File: src/rtl/alu_pkg.sv
// rtl/alu_pkg.sv - opcodes, FSM states and helpers shared by the ALU arbiter slice
package alu_pkg;

  localparam logic [3:0] OP_ADD = 4'h0;
  localparam logic [3:0] OP_SUB = 4'h1;
  localparam logic [3:0] OP_AND = 4'h2;
  localparam logic [3:0] OP_OR  = 4'h3;
  localparam logic [3:0] OP_NOT = 4'h4;
  localparam logic [3:0] OP_XOR = 4'h5;
  localparam logic [3:0] OP_NOR = 4'h6;
  localparam logic [3:0] OP_SHL = 4'h7;
  localparam logic [3:0] OP_SHR = 4'h8;
  localparam logic [3:0] OP_ASR = 4'h9;
  localparam logic [3:0] OP_ROL = 4'hA;
  localparam logic [3:0] OP_ROR = 4'hB;
  localparam logic [3:0] OP_EQ  = 4'hC;

  typedef enum logic [1:0] {
    IDLE = 2'd0,
    EXEC = 2'd1,
    RESP = 2'd2
  } state_t;

  function automatic logic is_arith(input logic [3:0] op);
    return (op == OP_ADD) || (op == OP_SUB);
  endfunction

endpackage

File: src/rtl/alu.sv
// rtl/alu.sv - shared 8-bit combinational ALU
module alu
  import alu_pkg::*;
(
  input  logic [3:0] ctrl,
  input  logic [7:0] x,
  input  logic [7:0] y,
  output logic [7:0] out,
  output logic       carry
);

  logic [8:0] sum;
  logic [8:0] diff;

  // Sign-extended so bit 8 reflects the signed result's sign
  assign sum  = {x[7], x} + {y[7], y};
  assign diff = {x[7], x} - {y[7], y};

  always_comb begin
    out   = '0;
    carry = 1'b0;
    case (ctrl)
      OP_ADD: {carry, out} = sum;
      OP_SUB: {carry, out} = diff;
      OP_AND: out = x & y;
      OP_OR:  out = x | y;
      OP_NOT: out = ~x;
      OP_XOR: out = x ^ y;
      OP_NOR: out = ~(x | y);
      OP_SHL: {carry, out} = {1'b0, y} << x[2:0];
      OP_SHR: out = y >> x[2:0];
      OP_ASR: {out, carry} = {x[7], x};
      OP_ROL: out = {x[6:0], x[7]};
      OP_ROR: out = {x[0], x[7:1]};
      OP_EQ:  out = {7'd0, x == y};
      default: ;
    endcase
  end

endmodule

File: src/rtl/rr_pick.sv
// rtl/rr_pick.sv - round-robin picker: first valid at or after ptr, with wrap
module rr_pick #(
  parameter int NREQ  = 2,
  parameter int PTR_W = 1
) (
  input  logic [NREQ-1:0]  valid,
  input  logic [PTR_W-1:0] ptr,
  output logic [PTR_W-1:0] grant,
  output logic             any
);

  logic [PTR_W:0] idx;

  // Scan from the farthest slot down so the closest valid to ptr wins
  always_comb begin
    grant = '0;
    any   = |valid;
    idx   = '0;
    for (int k = NREQ - 1; k >= 0; k--) begin
      idx = {1'b0, ptr} + (PTR_W + 1)'(k);
      if (idx >= (PTR_W + 1)'(NREQ)) idx = idx - (PTR_W + 1)'(NREQ);
      if (valid[idx[PTR_W-1:0]]) grant = idx[PTR_W-1:0];
    end
  end

endmodule

File: src/rtl/alu_arbiter.sv
// rtl/alu_arbiter.sv - round-robin sharing of one ALU between NREQ requesters
module alu_arbiter
  import alu_pkg::*;
#(
  parameter int NREQ  = 2,
  parameter int PTR_W = 1
) (
  input  logic              clk,
  input  logic              rst_n,
  input  logic [NREQ-1:0]   req_valid,
  output logic [NREQ-1:0]   req_ready,
  input  logic [4*NREQ-1:0] req_ctrl,
  input  logic [8*NREQ-1:0] req_x,
  input  logic [8*NREQ-1:0] req_y,
  output logic [NREQ-1:0]   rsp_valid,
  input  logic [NREQ-1:0]   rsp_ready,
  output logic [7:0]        rsp_out,
  output logic              rsp_carry,
  output logic              busy
);

  state_t           state;
  logic [PTR_W-1:0] rr_ptr;
  logic [PTR_W-1:0] gnt_q;
  logic [PTR_W-1:0] pick;
  logic             any;
  logic [3:0]       ctrl_q;
  logic [7:0]       x_q;
  logic [7:0]       y_q;
  logic [3:0]       sel_ctrl;
  logic [7:0]       sel_x;
  logic [7:0]       sel_y;
  logic [7:0]       alu_out;
  logic             alu_carry;

  rr_pick #(.NREQ(NREQ), .PTR_W(PTR_W)) u_pick (
    .valid (req_valid),
    .ptr   (rr_ptr),
    .grant (pick),
    .any   (any)
  );

  alu u_alu (
    .ctrl  (ctrl_q),
    .x     (x_q),
    .y     (y_q),
    .out   (alu_out),
    .carry (alu_carry)
  );

  always_comb begin
    sel_ctrl = '0;
    sel_x    = '0;
    sel_y    = '0;
    for (int i = 0; i < NREQ; i++) begin
      if (pick == PTR_W'(i)) begin
        sel_ctrl = req_ctrl[4*i +: 4];
        sel_x    = req_x[8*i +: 8];
        sel_y    = req_y[8*i +: 8];
      end
    end
  end

  // Gated by rst_n so no accept is offered while reset is held
  always_comb begin
    req_ready = '0;
    if (rst_n && state == IDLE && any) req_ready[pick] = 1'b1;
  end

  always_ff @(posedge clk or negedge rst_n) begin
    if (!rst_n) begin
      state     <= IDLE;
      rr_ptr    <= '0;
      gnt_q     <= '0;
      ctrl_q    <= '0;
      x_q       <= '0;
      y_q       <= '0;
      rsp_valid <= '0;
      rsp_out   <= '0;
      rsp_carry <= 1'b0;
      busy      <= 1'b0;
    end else begin
      case (state)
        IDLE: begin
          if (any) begin
            ctrl_q <= sel_ctrl;
            x_q    <= sel_x;
            y_q    <= sel_y;
            gnt_q  <= pick;
            busy   <= 1'b1;
            state  <= EXEC;
          end
        end
        EXEC: begin
          rsp_out   <= alu_out;
          rsp_carry <= alu_carry & is_arith(ctrl_q);
          rsp_valid <= NREQ'(1) << gnt_q;
          state     <= RESP;
        end
        RESP: begin
          if (rsp_ready[gnt_q]) begin
            rsp_valid <= '0;
            rr_ptr    <= (gnt_q == PTR_W'(NREQ - 1)) ? '0 : gnt_q + 1'b1;
            busy      <= 1'b0;
            state     <= IDLE;
          end
        end
        default: begin
          rsp_valid <= '0;
          busy      <= 1'b0;
          state     <= IDLE;
        end
      endcase
    end
  end

endmodule

File: config.mk
export PLATFORM = sky130hd
export DESIGN_NAME = alu_arbiter
export DESIGN_NICKNAME = d
export VERILOG_FILES = /design/src/rtl/alu_pkg.sv /design/src/rtl/alu.sv /design/src/rtl/rr_pick.sv /design/src/rtl/alu_arbiter.sv
export SDC_FILE = /design/constraint.sdc
export NUM_CORES = 1
export LEC_CHECK = 0
export ABC_AREA = 1
export CAP_MARGIN = 20
export CELL_PAD_IN_SITES_DETAIL_PLACEMENT = 2
export CELL_PAD_IN_SITES_GLOBAL_PLACEMENT = 2
export CORE_MARGIN = 10
export CORE_UTILIZATION = 30
export CTS_CLUSTER_SIZE = 20
export DETAILED_ROUTE_END_ITERATION = 7
export GPL_ROUTABILITY_DRIVEN = 0
export HOLD_SLACK_MARGIN = 0.02
export PLACE_DENSITY_LB_ADDON = 0.2
export SLEW_MARGIN = 40
export SYNTH_ARGS = -nofsm -noshare
export SYNTH_HDL_FRONTEND = slang
export SYNTH_SLANG_ARGS = --single-unit
export TNS_END_PERCENT = 10
File: constraint.sdc
create_clock -name clk -period 4.95 [get_ports clk]
set_input_delay 0.495 -clock clk [delete_from_list [all_inputs] [get_ports clk]]
set_output_delay 0.495 -clock clk [all_outputs]
set_load 0.02 [all_outputs]
==> results.md <==
- Antenna-violating nets left: 0
- Final WS setup: 2.04 ns
- Part of the Yosys area used for sequential elements: 25.3%
- Clock Latency Late Sink: 0.29 ns
- Hold Buf Count CTS: 0
- Slew @ Worst Pin: 0.631 ns
- Final Max Tran Viols: 0
- Vias per inst: 5.28
- Max clock buf depth: 2
- Setup Skew: 0.00602 ns
- Power per cell area: 763 mW/mm²
- # fillers: 1424
- FMAX: 344 MHz
- Vias: 4117
- Placed cells: 771
- Fin nets: 709
- Pin count of the biggest net entering global routing: 45
- CP arrival: 2.41 ns
- CTS buffer count: 5
- Mapped Area: 0.00356 mm²
- CP cell instances: clkdlybuf4s50_1 > nor2_1 > nor3_4 > buf_4 > nand2_1 > nor2_1 > clkdlybuf4s50_1
- Worst path top cell family by delay: buffers and inverters
- Total power: 3.39 mW
- Proportion of layout cells with a drive suffix above 1: 2.99%
- Clock sink count: 36
- Post-synthesis cell count: 586
- R2R setup slack: 2.19 ns
- Max-cap violations: 0
- Crit path max fanout: 44
- Non-filler cells, final: 779
- Gr usage total: 19.1%
- Worst slew margin: 57.8%
- Hold Violations, Final: 0
- Final WL: 15.5 mm
- Clk slew on worst S/H paths: 0.05 ns
- Area of the multi-input gates: 0.00231 mm²
- Reg-to-Reg End: rsp_out[6]$_DFFE_PN0P_
- Io pins: 60
- Rows: 39
- Horiz. Die Dim: 129 µm
- Syn nets: 660
- Core Area: 0.0115 mm²
- Yosys Warn Count: 0
- Leakage Power: 2.14 nW
- Yosys top cell by area: dfrtp_1
- HP Class: in2async
- Initial Util: 31.0%
- Routed length per placed instance: 19.9 µm
- R2R cell count: 13
- IO Port Bufs: 59
- DR pass1 iterations: 4
- Synth top area share: 25.3%
- Yosys reg bits: 36
- Critical-path top delay cell: clkdlybuf4s50_1
- Setup TNS: 0 ns
- Post-synth ARST share: 100%
- Resized cells post-CTS: 0
- Avg Inst Size Synth: 6.08 µm²
- Final setup fails: 0
- Required @ worst endpoint: 4.45 ns
- Antenna Diode Count: 0
- CTS tree: built
- Synth cell count leaders: nand2_1 (171), nand3_1 (81), inv_1 (71)
- # DRC: 0
- Status: finished, final reports clean
- Top area cells in the synthesized netlist: dfrtp_1 (25%), nand2_1 (18%), nand3_1 (11%)
- Top_reg_cell synth: dfrtp_1
- DIE AREA: 0.0166 mm²
- Dpl ws: 2.05 ns
- FF+latch area: 901 µm²
- Critical path endpoint category: primary output
- Most frequent cell after synthesis: nand2_1
- Setup Fix Bufs, Post-CTS: 0
- DP HPWL: 12.7 mm
- Critical path class: in2out
- Die H: 129 µm
- Vias in the first global route: 4632
- Grt total ovfl: 0
- RSZ-0062 raised after global routing: no
- Post-route minimum period: 2.91 ns
- Peak VDD IR: 0.000303 V
- CTS root buf: clkbuf_16
- Worst Path Buf+Inv: 3
- DRT iter0 DRCs: 248
- CP max stage delay: 0.62 ns
- Hold slack: 0.161 ns
- Crit start category: primary input
- First-pass GRT wire length: 25.3 mm
- H-tree levels: 2
- Initial antenna violation count: 0
- Post-synth EDFFs: 0
- Tcrit/Tclk final: 58.7%
- Critical R2R Launch: x_q[0]$_DFFE_PN0P_
- Layout area overhead: 24.6%
- Post-synth cell types: 27
## report_power, final
| group | total [mW] | internal (mW) | switching (mW) |
|---|---|---|---|
| combinational | 2.38 | 0.751 | 1.63 |
| clock | 0.364 | 0.237 | 0.127 |
| sequential | 0.645 | 0.437 | 0.208 |
## worst reg2reg max path: cells and delay by family (launching register included)
| family | cells | cell delay, ns |
|---|---|---|
| flip-flops | 1 | 0.72 |
| AND/OR/NAND/NOR | 9 | 0.78 |
| adder cells (fa/ha/maj) | 2 | 0.57 |
| buffers and inverters | 2 | 0.60 |
## routing by layer
metal  global-route usage (%)  up-vias  wire length (µm)  part of all wire [%]
li1                         -     2009                 -                     -
met4                     6.49        0               376                   2.4
met1                     24.5     2011              7240                    47
met2                     31.8       78              7270                    47
met3                     3.37       19               625                   4.0
met5                        0        -                 0                     0
## cell type report
cell class                      instances  share of cell area, %
Multi-Input combinational cell        457                   52.0
Sequential cell                        36                   20.3
Timing Repair Buffer                   62                   13.8
Inverter                               73                   6.17
Tap cell                              143                   4.03
Clock buffer                            5                   2.82
Clock inverter                          3                  0.958
## cells by family after synthesis
logic type	share of synthesized area, %
AND/OR/NAND/NOR	40.4
AO/OA/AOI/OAI	13.9
adder cells (fa/ha/maj)	10.2
buffers and inverters	10.1
flip-flops	25.3
## flip-flops by register name, summed over array words and instances, names as in the netlist
| signal | count |
|---|---|
| rsp_out | 8 |
| gnt_q | 1 |
| rsp_carry | 1 |
| state | 2 |
| x_q | 8 |
| rr_ptr | 1 |
| y_q | 8 |
| ctrl_q | 4 |
| rsp_valid | 2 |
| busy | 1 |
## stage by stage
stage / util, % / instance area (µm²)
floorplan: - / 3560
global placement: 37.1 / 4270
detailed placement: 37.1 / 4270
CTS: 38.5 / 4440
global route: 38.6 / 4440
finish: 38.6 / 4440
## how the worst max path moves through the flow
stage,slack (ns),cells after the start,end,startpoint
after detailed placement,2.05,7,req_ready[0],req_valid[1]
after global placement,2.08,7,req_ready[0],req_valid[1]
after floorplan,2.88,5,req_ready[0],req_valid[1]
final,2.04,7,req_ready[1],req_valid[1]
after global routing,1.85,7,req_ready[0],req_valid[1]
after CTS,2.03,7,req_ready[0],req_valid[1]
## placed cells by master (no fill, tap or decap), types with 3 or more instances in the layout
cell,n
dfrtp_1,36
o21ai_0,41
inv_1,71
nor2_1,68
buf_4,4
nor2_4,3
ha_1,26
o211ai_1,4
nand3_1,81
a21oi_1,15
clkdlybuf4s50_1,58
o22ai_1,24
nand4_1,7
clkbuf_16,5
nor3_1,5
nand2_1,171
(Power assumes the default switching activity.)
==> RTL change 1 (same flow settings) <==
The 3 states of `state_t` get a one-hot encoding in 3 bits.
--- a/src/rtl/alu_pkg.sv
+++ b/src/rtl/alu_pkg.sv
@@ -17,6 +17,6 @@
 
-  typedef enum logic [1:0] {
-    IDLE = 2'd0,
-    EXEC = 2'd1,
-    RESP = 2'd2
+  typedef enum logic [2:0] {
+    IDLE = 3'b001,
+    EXEC = 3'b010,
+    RESP = 3'b100
   } state_t;
Check against the original RTL: same outputs for any inputs over 10 cycles, from zero or initial values and one cycle with rst_n low; not proved beyond that.
==> RTL change 1 against the original RTL <==
Sequential cell count rose by 1. Area after synthesis fell by 0.63%. Clock power rose by 6.0%. Routed wire length fell by 0.67%. Count of clock-buffer cells in the layout rose by 1. Setup slack got worse by 0.16 ns. Fmax fell by 5.3%. Global-route usage fell by 0.34 points. Power fell by 1.1%. Cell area fell by 0.68%. Critical path type is now flop to output pin. Critical endpoint is now req_ready[0].
==> RTL change 1: results (changes against the original RTL) <==
POST_SYNTH_MAIN_AREA_CONTRIBUTORS='sky130_fd_sc_hd__dfrtp_1 (25%), sky130_fd_sc_hd__nand2_1 (21%), sky130_fd_sc_hd__nand3_1 (10%), sky130_fd_sc_hd__ha_1 (9.2%), sky130_fd_sc_hd__nor2_1 (6.6%)'
ROUTED_WIRE_LENGTH_PER_INSTANCE_UM=19.98  # +0.36%
R2R_DEPTH=12  # -1
CLOCK_NET_POWER_W=0.000386  # +6.0%
SEQ_AREA_FRAC_SYNTH_PCT=26.17  # +0.90 points
YS.WARNINGS.COUNT=0  # unchanged
GRT_FIRST_PASS_WIRELENGTH_UM=24830  # -1.8%
SYNTH.TOP_CELLS.BY_COUNT='sky130_fd_sc_hd__nand2_1 (196), sky130_fd_sc_hd__nand3_1 (71), sky130_fd_sc_hd__nor2_1 (62)'
HPWLAFTERDP_UM=12380  # -2.7%
ROUTED-VIA-COUNT=4063  # -1.3%
SWITCHING_PORTION_OF_TOTAL_POWER_PCT=57.57  # -0.39 points
P_LEAK_nW=2.175  # +1.4%
SYNTH_NET_COUNT=653  # -1.1%
DIE_OUTLINE_WIDTH_UM=128.7  # -0.27%
REG2REG_FROM='x_q[1]'
MAX-VDD-IR-DROP_mV=0.2524  # -17%
LAYOUT-DRIVE-GT1-SHARE_PCT=4.140  # +1.2 points
POSTLAYOUTCELLAREA_MM2=0.004410  # -0.68%
HOLD_BUFFERS=0  # unchanged
GRTUSAGETOTAL_PCT=18.80  # -0.34 points
STATUS='complete, no violations'
WORSTREG2REGEND='rsp_out[4]'
REG2REG_SLACK_NS=2.01  # -0.18 ns
NUM-FILL-CELLS=1387  # -2.6%
POWER_SEQUENTIAL_W=0.000669  # +3.7%
DRT_FIRST_ITER_VIOLATIONS=170  # -31%
FINALNETCOUNT=701  # -1.1%
CRIT_ARRIVAL_NS=2.57  # +0.16 ns
SLEW-LIMIT-HEADROOM_PCT=51.90  # -5.9 points
NETLIST-CELL-TYPE-COUNT=28  # +3.7%
NUMBER_OF_GLOBAL_ROUTE_VIAS_BEFORE_REPAIR=4628  # -0.086%
PLACED_AREA_MM2=0.004234  # -0.85%
DRT_FIRST_PASS_ITERS=4  # unchanged
WORST_PATH_LARGEST_CELL_DELAY_NS=0.64  # +0.02 ns
SEQUENTIAL_FRACTION_OF_DESIGN_POWER_PCT=20.0  # +1.0 points
POST-PLACE-WS_NS=1.885  # -0.1630 ns
WORST_SKEW_PAIR_LATER_PIN_LATENCY_NS=0.29  # about the same
CLOCK_SKEW_NS=0.005358  # -0.0006607 ns
==> RTL change 1: cells by family after synthesis <==
logic type               synth area share [%]
buffers and inverters                   8.796
AO/OA/AOI/OAI                           13.25
adder cells (fa/ha/maj)                 10.31
multiplexers                           0.2826
AND/OR/NAND/NOR                         41.19
flip-flops                              26.17
==> RTL change 1: worst register-to-register path, delay by kind of cell, from the launching register on <==
| family | cells | cell delay [ns] |
|---|---|---|
| adder cells (fa/ha/maj) | 1 | 0.57 |
| buffers and inverters | 2 | 0.63 |
| flip-flops | 1 | 0.78 |
| AND/OR/NAND/NOR | 9 | 0.86 |
==> RTL change 1: worst max-delay path by stage <==
stage	startpoint	end	slack [ns]	depth (start not counted)
global route	state[0]	req_ready[0]	1.62	8
CTS	state[0]	req_ready[0]	1.81	8
floorplan	state[0]	req_ready[0]	2.79	7
global placement	req_valid[0]	req_ready[1]	1.96	8
detailed placement	req_valid[1]	req_ready[1]	1.88	7
finish	state[0]	req_ready[0]	1.88	8
==> RTL change 1: cell type report <==
type,count,share of cell area [%]
multi-input cells,463,52.23
flip-flops and latches,37,21.02
repair buffers,61,13.67
inverters,59,5.021
well taps,143,4.057
clock buffers,6,3.149
clock inverters,2,0.8511
==> RTL change 1: per-stage QoR <==
step | cells | hold WS, ns
after floorplan | 579 | 0.1994
after global placement | 763 | 0.4625
after detailed placement | 763 | 0.4731
after CTS | 771 | 0.1967
after global routing | 771 | 0.2253
final | 771 | 0.1773
==> RTL change 1: layer usage <==
metal | wire length, um | vias to the layer above | GRT usage, %
li1 | - | 1977 | -
met1 | 7212 | 1974 | 24.24
met2 | 7231 | 82 | 31.25
met3 | 488 | 30 | 2.464
met4 | 476 | 0 | 7.073
met5 | 0 | - | 0
==> RTL change 2 (config.mk and constraints unchanged) <==
Without the edit above. `NREQ` is set to 2 in 2 places; all go to 1.
--- a/src/rtl/rr_pick.sv
+++ b/src/rtl/rr_pick.sv
@@ -2,3 +2,3 @@
 module rr_pick #(
-  parameter int NREQ  = 2,
+  parameter int NREQ  = 1,
   parameter int PTR_W = 1
--- a/src/rtl/alu_arbiter.sv
+++ b/src/rtl/alu_arbiter.sv
@@ -4,3 +4,3 @@
 #(
-  parameter int NREQ  = 2,
+  parameter int NREQ  = 1,
   parameter int PTR_W = 1
Ports: changed (7 resized); port bits go from 60 to 36. The function was not compared with the original's and may differ.
==> RTL change 2 against the original RTL <==
Setup slack improved by 0.23 ns. Highest routed layer unchanged. Power fell by 17%. Routed wire length fell by 14%. Combinational power fell by 15%. Area after synthesis fell by 11%. Critical endpoint is now rsp_out[2]. Fmax rose by 8.6%. Sequential cell count fell by 3. Clock power fell by 41%. Worst hold slack got worse by 0.0099 ns. Cell area fell by 16%.
==> RTL change 2: results (changes against the original RTL) <==
COMBPWRFRAC_PCT=71.3  # +1.1 points
CRITICAL_PATH.MAX_FANOUT=16  # -64%
PLACED_AREA_MM2=0.003649  # -15%
GRTUSAGETOTAL_PCT=18.36  # -0.78 points
NUMBER_OF_GLOBAL_ROUTE_VIAS_BEFORE_REPAIR=3997  # -14%
MAX-VDD-IR-DROP_mV=0.2762  # -8.9%
WORST_SKEW_PAIR_LATER_PIN_LATENCY_NS=0.29  # about the same
GRT_FIRST_PASS_WIRELENGTH_UM=21850  # -14%
ROUTED_VIA_DENSITY=5.160  # -2.4%
POST_SYNTH_MAIN_AREA_CONTRIBUTORS='sky130_fd_sc_hd__dfrtp_1 (26%), sky130_fd_sc_hd__nand2_1 (24%), sky130_fd_sc_hd__ha_1 (10%), sky130_fd_sc_hd__nand3_1 (9.0%), sky130_fd_sc_hd__nor2_1 (6.1%)'
POST_CTS_RESIZE_COUNT=0  # unchanged
SYNTH.TOP_CELLS.BY_COUNT='sky130_fd_sc_hd__nand2_1 (200), sky130_fd_sc_hd__nand3_1 (57), sky130_fd_sc_hd__nor2_1 (52)'
BUFFER_PORTS.INSERTED=35  # -41%
WORST_PATH_LARGEST_CELL_DELAY_NS=0.61
INTERNAL_POWER_W=0.001135  # -20%
WORST_MARGIN_SLEW_NS=0.6855  # +0.05444 ns
CLOCK_SKEW_NS=0.01097  # +0.004955 ns
CRIT_ARRIVAL_NS=2.86  # +0.45 ns
ROUTED_WL_UM=13300  # -14%
SEQ_AREA_FRAC_SYNTH_PCT=25.91  # +0.64 points
P_LEAK_nW=1.860  # -13%
HPWLAFTERDP_UM=10840  # -15%
WORST_PATH_MAX_DELAY_CELL='sky130_fd_sc_hd__dfrtp_1'
POWER_SEQUENTIAL_W=0.000595  # -7.8%
GRT_MAX_DEGREE=42  # -6.7%
MIN-DELAY-PATH-CLASS='input port to async pin'
SYNTH_NET_COUNT=580  # -12%
LAYOUT-DRIVE-GT1-SHARE_PCT=4.301  # +1.3 points
FINALNETCOUNT=610  # -14%
CLOCK_PIN_TRANSITION_ON_THE_WORST_SETUP_AND_HOLD_TIMING_PATHS_NS=0.08  # +0.03 ns
STATUS='complete, no violations'
CP_TOP_FAMILY='simple AND/OR/NAND/NOR gates'
CTSROOTBUFFERMASTER='sky130_fd_sc_hd__clkbuf_8'
SYNTH_TOP_AREA_SHARE_PCT=25.91  # +0.64 points
ANTENNA_CELLS_INSERTED=0  # unchanged
NETLIST-CELL-TYPE-COUNT=29  # +7.4%
DRT_FIRST_ITER_VIOLATIONS=169  # -32%
-- RTL change 2: cell types whose count changed in the layout (fill, tap and decap cells not counted), sizes merged, moves of 3 or more --
cell and delta:
a21oi +4, nand3 -24, clkdlybuf4s50 -24, o22ai -23, dfrtp -3, inv -15
nor2 -17, nand2 +30, buf -3
-- RTL change 2: kinds of logic after synthesis --
group           synth area share (%)
compound gates                 11.27
xor+xnor                      0.2749
fa+ha+maj                      11.46
buf+inv                        8.402
flops                          25.91
simple gates                   42.68
-- RTL change 2: per-layer routing --
layer | share of wire (%) | GRT usage [%] | vias to the layer above
met1 | 47 | 24.21 | 1771
li1 | - | - | 1751
met4 | 1.7 | 4.512 | 0
met5 | 0 | 0 | -
met2 | 49 | 31.53 | 48
met3 | 2.5 | 1.778 | 11
-- RTL change 2: layout make-up --
cell class	instances	area (um^2)
fill	1313	6586
timing repair buffer	35	347.8
inverter	57	214.0
multi-input combinational	426	2093
sequential	33	825.8
clock buffer	7	86.33
tap	136	170.2
-- RTL change 2: final timing paths --
kind	depth (start not counted)	slack, ns	endpoint	from
worst max-delay path	11	2.27	rsp_out[2]	x_q[0]
worst min-delay path	1	0.15	y_q[0]	rst_n
worst max register to register	11	2.27	rsp_out[2]	x_q[0]
worst min register to register	2	0.49	busy	busy
max in group asynchronous	1	4.46	rsp_valid	rst_n
min in group clk	2	0.49	busy	busy
-- RTL change 2: stage by stage --
step	power, W	setup slack (ns)	util (%)	instances	hold WS [ns]
3_5_place_dp	0.002597	2.307	35.34	687	0.4755
2_1_floorplan	0.001878	2.988	-	528	0.1994
4_1_cts	0.002838	2.289	36.18	694	0.3183
3_3_place_gp	0.002504	2.382	35.34	687	0.4632
6_report	0.002827	2.273	36.20	694	0.1512
5_1_grt	0.003140	2.062	36.20	694	0.1968
